`src/rtl/rf_pkg.sv`:
```
// Shared definitions for the register file / scoreboard block.
package rf_pkg;

  localparam int DEFAULT_DATA_W   = 32;
  localparam int DEFAULT_NUM_REGS = 32;

  // Architectural id of the hard-wired zero register.
  localparam int ZERO_ID = 0;

  // Address width for a register file of n entries (at least 1 bit).
  function automatic int addr_w(input int n);
    return (n > 2) ? $clog2(n) : 1;
  endfunction

endpackage

```
`src/rtl/rf_pending_ctr.sv`:
```
// Pending-write counter for one register.
// - inc and dec in the same cycle cancel, so the count does not change.
// - The count saturates at both ends.
// - underflow flags a dec that arrives while the count is already zero.
module rf_pending_ctr #(
  parameter int PEND_W = 2
) (
  input  logic              sys_clk,
  input  logic              rst_n,
  input  logic              inc,
  input  logic              dec,
  output logic [PEND_W-1:0] cnt,
  output logic              underflow
);

  localparam logic [PEND_W-1:0] CNT_MAX = '1;

  // Underflow is judged on the current count, whatever inc does.
  assign underflow = dec && (cnt == '0);

  // Count update: net +1 or -1 only when exactly one event is present.
  // NOTE: state registers take non-blocking (<=) assignments. Blocking
  // assignments here would let readers in the same timestep see the new
  // value instead of the old one, which is a simulation race.
  always_ff @(posedge sys_clk) begin
    if (!rst_n) begin
      cnt <= '0;
    end else if (inc && !dec) begin
      if (cnt != CNT_MAX) cnt <= cnt + PEND_W'(1);
    end else if (dec && !inc) begin
      if (cnt != '0) cnt <= cnt - PEND_W'(1);
    end
  end

endmodule

```
`src/rtl/regfile_scoreboard.sv`:
```
// GPR array with a pending-write scoreboard.
// - NUM_RD combinational read ports, each with same-cycle writeback bypass.
// - Issue-time RAW and WAW hazard detection for the stall controller.
module regfile_scoreboard
  import rf_pkg::*;
#(
  parameter int DATA_W   = DEFAULT_DATA_W,
  parameter int NUM_REGS = DEFAULT_NUM_REGS,
  parameter int NUM_RD   = 2,
  parameter int PEND_W   = 2,
  parameter int ZERO_REG = 1,
  localparam int AW      = addr_w(NUM_REGS)
) (
  input  logic                     sys_clk,
  input  logic                     rst_n,
  input  logic                     stall_i,
  input  logic [NUM_RD*AW-1:0]     rd_addr_i,
  input  logic [NUM_RD-1:0]        rd_used_i,
  output logic [NUM_RD*DATA_W-1:0] rd_data_o,
  input  logic                     issue_valid_i,
  input  logic                     issue_wr_i,
  input  logic [AW-1:0]            issue_dst_i,
  output logic                     issue_ack_o,
  output logic                     hazard_o,
  input  logic                     wb_valid_i,
  input  logic [AW-1:0]            wb_id_i,
  input  logic [DATA_W-1:0]        wb_data_i,
  output logic [NUM_REGS-1:0]      busy_o,
  output logic                     err_o
);

  localparam logic [PEND_W-1:0] CNT_MAX = '1;

  logic [DATA_W-1:0] regs [NUM_REGS];
  logic [PEND_W-1:0] cnt  [NUM_REGS];
  logic [AW-1:0]     rd_addr [NUM_RD];

  logic [NUM_REGS-1:0] inc_vec;
  logic [NUM_REGS-1:0] dec_vec;
  logic [NUM_REGS-1:0] uflow_vec;

  logic wb_fire;
  logic src_haz;
  logic dst_haz;

  // True when the address names the hard-wired zero register.
  function automatic logic is_zero(input logic [AW-1:0] a);
    return (ZERO_REG != 0) && (a == AW'(ZERO_ID));
  endfunction

  // Writeback qualification: not stalled and not aimed at the zero register.
  always_comb begin
    wb_fire = wb_valid_i && !stall_i && !is_zero(wb_id_i);
  end

  // Unpack the read addresses, then build bypassed read data and the source hazard.
  // NOTE: each always_comb output gets a default before any branch. Without
  // it, a path that skips the assignment makes synthesis infer a latch.
  always_comb begin
    rd_data_o = '0;
    src_haz   = 1'b0;
    for (int k = 0; k < NUM_RD; k++) begin
      rd_addr[k] = rd_addr_i[k*AW +: AW];
    end
    for (int k = 0; k < NUM_RD; k++) begin
      if (is_zero(rd_addr[k])) begin
        rd_data_o[k*DATA_W +: DATA_W] = '0;
      end else if (wb_fire && (wb_id_i == rd_addr[k])) begin
        rd_data_o[k*DATA_W +: DATA_W] = wb_data_i;
      end else begin
        rd_data_o[k*DATA_W +: DATA_W] = regs[rd_addr[k]];
      end
      // Effective count: a writeback landing this cycle retires one pending write.
      if (rd_used_i[k] && !is_zero(rd_addr[k])) begin
        if (wb_fire && (wb_id_i == rd_addr[k])) begin
          if (cnt[rd_addr[k]] > PEND_W'(1)) src_haz = 1'b1;
        end else begin
          if (cnt[rd_addr[k]] != '0) src_haz = 1'b1;
        end
      end
    end
  end

  // Issue decision.
  // - The destination hazard is a full counter, unless this cycle's writeback frees a slot.
  // - The hazard ignores stall_i; the ack respects it.
  always_comb begin
    dst_haz = issue_wr_i && !is_zero(issue_dst_i) &&
              (cnt[issue_dst_i] == CNT_MAX) &&
              !(wb_fire && (wb_id_i == issue_dst_i));
    hazard_o    = issue_valid_i && (src_haz || dst_haz);
    issue_ack_o = issue_valid_i && !hazard_o && !stall_i;
  end

  // Per-register increment/decrement requests for the pending counters.
  always_comb begin
    inc_vec = '0;
    dec_vec = '0;
    for (int r = 0; r < NUM_REGS; r++) begin
      inc_vec[r] = issue_ack_o && issue_wr_i && !is_zero(issue_dst_i) &&
                   (issue_dst_i == AW'(r));
      dec_vec[r] = wb_fire && (wb_id_i == AW'(r));
    end
  end

  for (genvar r = 0; r < NUM_REGS; r++) begin : g_ctr
    rf_pending_ctr #(.PEND_W(PEND_W)) u_ctr (
      .sys_clk   (sys_clk),
      .rst_n     (rst_n),
      .inc       (inc_vec[r]),
      .dec       (dec_vec[r]),
      .cnt       (cnt[r]),
      .underflow (uflow_vec[r])
    );
  end

  // busy_o decodes the registered counters, so it is effectively registered.
  always_comb begin
    busy_o = '0;
    for (int r = 0; r < NUM_REGS; r++) begin
      busy_o[r] = (cnt[r] != '0);
    end
  end

  // Register array write port.
  // NOTE: this array is deliberately reset, because software relies on every
  // GPR reading zero after reset. That forces flops, not RAM. Storage with no
  // architectural reset value should not be reset.
  always_ff @(posedge sys_clk) begin
    if (!rst_n) begin
      for (int r = 0; r < NUM_REGS; r++) regs[r] <= '0;
    end else if (wb_fire) begin
      regs[wb_id_i] <= wb_data_i;
    end
  end

  // Sticky error: set by a writeback to a register with no pending write.
  always_ff @(posedge sys_clk) begin
    if (!rst_n) begin
      err_o <= 1'b0;
    end else if (|uflow_vec) begin
      err_o <= 1'b1;
    end
  end

endmodule
```
`config.mk`:
```
export PLATFORM = sky130hd
export DESIGN_NAME = regfile_scoreboard
export DESIGN_NICKNAME = d
export VERILOG_FILES = /design/src/rtl/rf_pkg.sv /design/src/rtl/rf_pending_ctr.sv /design/src/rtl/regfile_scoreboard.sv
export SDC_FILE = /design/constraint.sdc
export NUM_CORES = 2
export LEC_CHECK = 0
export ABC_AREA = 1
export CORE_ASPECT_RATIO = 1.75
export CORE_MARGIN = 1.5
export CORE_UTILIZATION = 45
export DETAILED_ROUTE_END_ITERATION = 7
export PLACE_DENSITY_LB_ADDON = 0.3
export SETUP_SLACK_MARGIN = 0.2
export SYNTH_ARGS = -nofsm -noshare
export SYNTH_HDL_FRONTEND = slang
export SYNTH_HIERARCHICAL = 1
export SYNTH_SLANG_ARGS = --single-unit
```
`constraint.sdc`:
```
create_clock -name sys_clk -period 6.09 [get_ports sys_clk]
set_input_delay 0.9135 -clock sys_clk [delete_from_list [all_inputs] [get_ports sys_clk]]
set_output_delay 0.9135 -clock sys_clk [all_outputs]
set_load 0.05 [all_outputs]
```
After elaboration in Yosys (flattened, before gate mapping). Memory sizes are Yosys's and may differ from the RTL's. Index checks and enable logic that the tools add are counted.

Latch bits: 0. Input port bits: 60. Register bits after elaboration: 65. RAM bits: 1024. Logic and storage cells: 807. ROM bits: 0. Memories: 1.

Equality and inequality tests: 130. Reduce and logical (&&, ||, !) cells: 415. Bitwise gates (word level): 3. Order comparisons: 5. $add $sub $neg: 64. Multiplexer cells: 156. Shift operators: 0. Multipliers: 0. Divide/modulo/power cells: 0.

Memories: regs (words 32, bits a word 32, rd ports 2, clocked after Yosys merged registers in 0, write ports 32, line regfile_scoreboard.sv:34) `logic [DATA_W-1:0] regs [NUM_REGS];`.

Operators by type and width (number): $mux 2 (134); $reduce_bool 2->1 (98); $logic_and 1x1->1 (175); $eq 5x5->1 const B (32); $mux 32 (5); $ne 2x2->1 const B (64); $reduce_and 3->1 (32); $eq 5x4->1 const B (16); $logic_not 1->1 (71); $add 2x1->2 const B (32); $logic_not 2->1 (32); $reduce_or 32->1 (2); $sub 2x1->2 const B (32); $eq 5x3->1 const B (8); $bmux 2 s5 (3); $eq 5x2->1 const B (4); $logic_not 5->1 (4); $ge 6x6->1 const B (3); $not 5->6 (3); $eq 5x5->1 (3); $mux 1 (13); $eq 5x1->1 const B (2); $mux 5 (1); $gt 2x1->1 const B (2); other kinds (2) (2).

Longest topological paths before layout.
Depth after elaboration: 23. Gate-level depth with buffers: 23.

Modules after synthesis. Netlist, hierarchy kept.

By module, submodules not included: regfile_scoreboard (cells an instance 7071, instances 1, area each 58673.8 um^2, sequential area each 30769.5 um^2); rf_pending_ctr (cells an instance 21, instances 32, area each 126.4 um^2, sequential area each 40.0 um^2).

Worst setup path after synthesis. No wires, ideal clock.

Path kind: input-to-reg. Start: in wb_id_i[3]. End: mem regs[24][0] (netlist bit), enable pin. Setup time: 466 ps. Setup slack: 1634 ps. Cell stages on the path: 8. Data required time: 5624 ps. Buffers on the path: 2. Arrival: 3991 ps. Cell sequence: buf_2 -> nor2_1 -> nand3_1 -> nand2_1 -> nor2_1 -> inv_2 -> buf_4 -> o21ai_0.

RTL lines: start: declaration (line regfile_scoreboard.sv:26) `input logic [AW-1:0] wb_id_i,`; end: declaration (line regfile_scoreboard.sv:34).

Final worst setup path.
Start: in rd_addr_i[5]. End: out rd_data_o[61].

Word-level cells in the longest chain between the ends: 4.

Ends and longest elaborated chain: start: declaration (line regfile_scoreboard.sv:17) `input logic [NUM_RD*AW-1:0] rd_addr_i,`; branches (longest 3 deep; another with $mem_v2 32x32); $mux 32 * (line regfile_scoreboard.sv:66) `if (is_zero(rd_addr[k])) begin`; end: declaration (line regfile_scoreboard.sv:19) `output logic [NUM_RD*DATA_W-1:0] rd_data_o,`.

Mark *: on every way between the ends.

==> metrics.yaml <==
synth:
  synthFlopType: "edfxtp_1"
  yosysUniqueCellTypes: 35
  yosysWarnings: 6
  netlist_instances: 7743
  yosys_register_bits: 1089
  syn_area_per_cell_sq_um: 8.100
  ys_seq_area_share_pct: 51.10
  synth_async_sr_flop_share_pct: 0
  synth_edf_count: 1024
  synthesis.area_sq_mm: 0.06272
cts:
  clockBufferDepth: 3
  cts-root-buf: "clkbuf_16"
  cts.sinks: 1089
  cts_tree: "built"
  numCtsBuffers: 101
  cts_resized: 0
  cts.clk_slew.worst_paths_ps: 80
  ctsHoldBuffers: 0
  post_cts_buffers: 0
  htreeDepth: 3
  clk_latency_ps: 770
power_and_ir_drop:
  fin_total_pwr_mw: 18.01
  vdd_drop_max_v: 0.0002142
  powerDensity_mw_per_mm2: 261.1
  leakage_nw: 25.59
final_layout:
  post-route-util_pct: 49.76
  drive_gt1_share_pct: 7.172
  area_delta_synth_final_pct: 9.971
  fillCellCount: 13071
  fin_nets: 7598
  final_cells: 9418
  final_area_sq_mm: 0.06897
  multiInputGateArea_sq_mm: 0.02542
  seq_area_sq_mm: 0.03205
placed_design:
  portBuffers: 158
  dpl_cell_area_sq_mm: 0.06582
  dp_hpwl_mm: 155.6
  placed_cells: 9233
  place.gp.congestion: 0.9772
  pre_cts_ws_ps: 1288
sta:
  max_slew_margin_pct: 9.398
  finalClockSkew_ps: 25.02
  fin_crit_ps: 5066
  period_share_pct: 83.18
  setup_slack_ps: 1024
  max_freq_ghz: 0.1974
  worst_slew_pin_slew_ps: 1354
  setup_violations: 0
  grt_setup_unrepaired: "false"
  slew_viol_final: 0
  holdWs_ps: 536.1
  finalHoldViolCount: 0
  final.setup.tns_ps: 0
die:
  initial_core_util_pct: 45.25
  io_pins: 159
  die_h_um: 496.9
  die_area_sq_mm: 0.1417
  rows: 181
  core_region_area_sq_mm: 0.1386
  die_x_um: 285.2
run_status:
  status: "complete, but fails checks"
  violations: "DRC"
global_route:
  grt_use_total_pct: 36.76
  grt_pass1_wl_mm: 380.0
  gr-total-overflow: 0
  antenna_found_initial: 11
  grt_pass1_vias: 57467
  grt_max_degree: 217
critical_path:
  start_kind: "input pin"
  crit_required_ps: 5180
  critPathArrivalTime_ps: 4150
  crit_fanout: 151
  path_class: "input pin to output pin"
  cp-end-kind: "output pin"
detailed_routing:
  viasPerCell: 6.468
  ant_nets: 0
  vias: 60918
  wl_per_cell_um: 28.57
  drc: 1
  wl_mm: 269.0
  initialDrtViolationCount: 9404
  first_pass_iters: 8
job:
  drv_cap: 0
worst_hold_path:
  hp-class: "flip-flop to flip-flop"
[layer usage]
| metal | track usage, % | vias to the layer above | wire length (um) |
|---|---|---|---|
| met4 | 31.88 | 10 | 27550 |
| met2 | 55.49 | 5084 | 116400 |
| met3 | 11.37 | 1383 | 38960 |
| met1 | 42.11 | 28538 | 86060 |
| met5 | 0 | - | 69 |
| li1 | - | 25903 | - |
[power by group]
part | switching [mW] | internal [mW] | total, mW
Combinational | 2.15 | 0.773 | 2.93
Clock | 3.00 | 3.36 | 6.37
Sequential | 0.161 | 8.55 | 8.71
[layout make-up]
type	count	share of cell area, %
repair buffers	321	5.232
flip-flops and latches	1089	46.47
clock inverters	49	0.5315
well taps	1830	3.320
diodes	3	0.01088
inverters	650	3.565
multi-input cells	5343	36.85
clock buffers	133	4.020
[sequential cells by signal, indices dropped and copies added (netlist names)]
name	count
g_ctr.u_ctr/cnt	64
err_o	1
regs	1024
[layout by cell type, fill, tap and decap left out, drive strengths merged]
cell type / instances
a21oi: 583
a31oi: 1
buf: 240
bufinv: 4
clkbuf: 133
clkdlybuf4s50: 81
clkinv: 40
clkinvlp: 6
conb: 34
dfxtp: 65
diode: 3
edfxtp: 1024
ha: 32
inv: 649
nand2: 869
nand3: 403
nand4: 48
nor2: 1618
nor3: 46
nor4: 8
o2111ai: 3
o211ai: 317
o21ai: 1260
o221ai: 25
o22ai: 73
o31ai: 2
or2: 11
xor2: 10
[cell usage after synthesis, drive strengths merged (10+ instances only)]
master	n	area, sq um
a21oi	583	2918
buf	338	1874
clkbuf	356	1340
dfxtp	65	1301
edfxtp	1024	30750
ha	32	400.4
inv	649	2436
nand2	869	3264
nand3	403	2017
nand4	48	315.3
nor2	1618	6238
nor3	46	235.2
o211ai	317	2385
o21ai	1260	6306
o221ai	25	219.0
o22ai	73	456.7
or2	11	68.82
xor2	10	87.58
[worst max-delay path, cell delays in order]
cell     delay (ps)
buf_8           360
buf_12          490
o21ai_0         180
o21ai_0         270
o22ai_1         140
o21ai_0         380
o21ai_0         290
a21oi_1         640
buf_12          220
[final timing paths]
kind / from / endpoint / slack, ps / cells after the start
setup / recovery: rd_addr_i[5] / rd_data_o[61] / 1020 / 9
hold / removal: err_o / err_o / 540 / 2
setup reg to reg: g_ctr[17].u_ctr/cnt[1] / g_ctr[7].u_ctr/cnt[0] / 2510 / 18
hold reg to reg: err_o / err_o / 540 / 2
[logic make-up (layout without fill, tap and decap cells)]
group | Yosys count | after routing | share of synthesized area [%]
flops | 1089 | 1089 | 51.10
other cells | 1 | 37 | 0.005979
simple gates | 3003 | 3003 | 19.44
buf+inv | 1344 | 1153 | 9.015
xor+xnor | 10 | 10 | 0.1396
compound gates | 2264 | 2264 | 19.66
fa+ha+maj | 32 | 32 | 0.6384
Power figures use the tool's default switching activity.
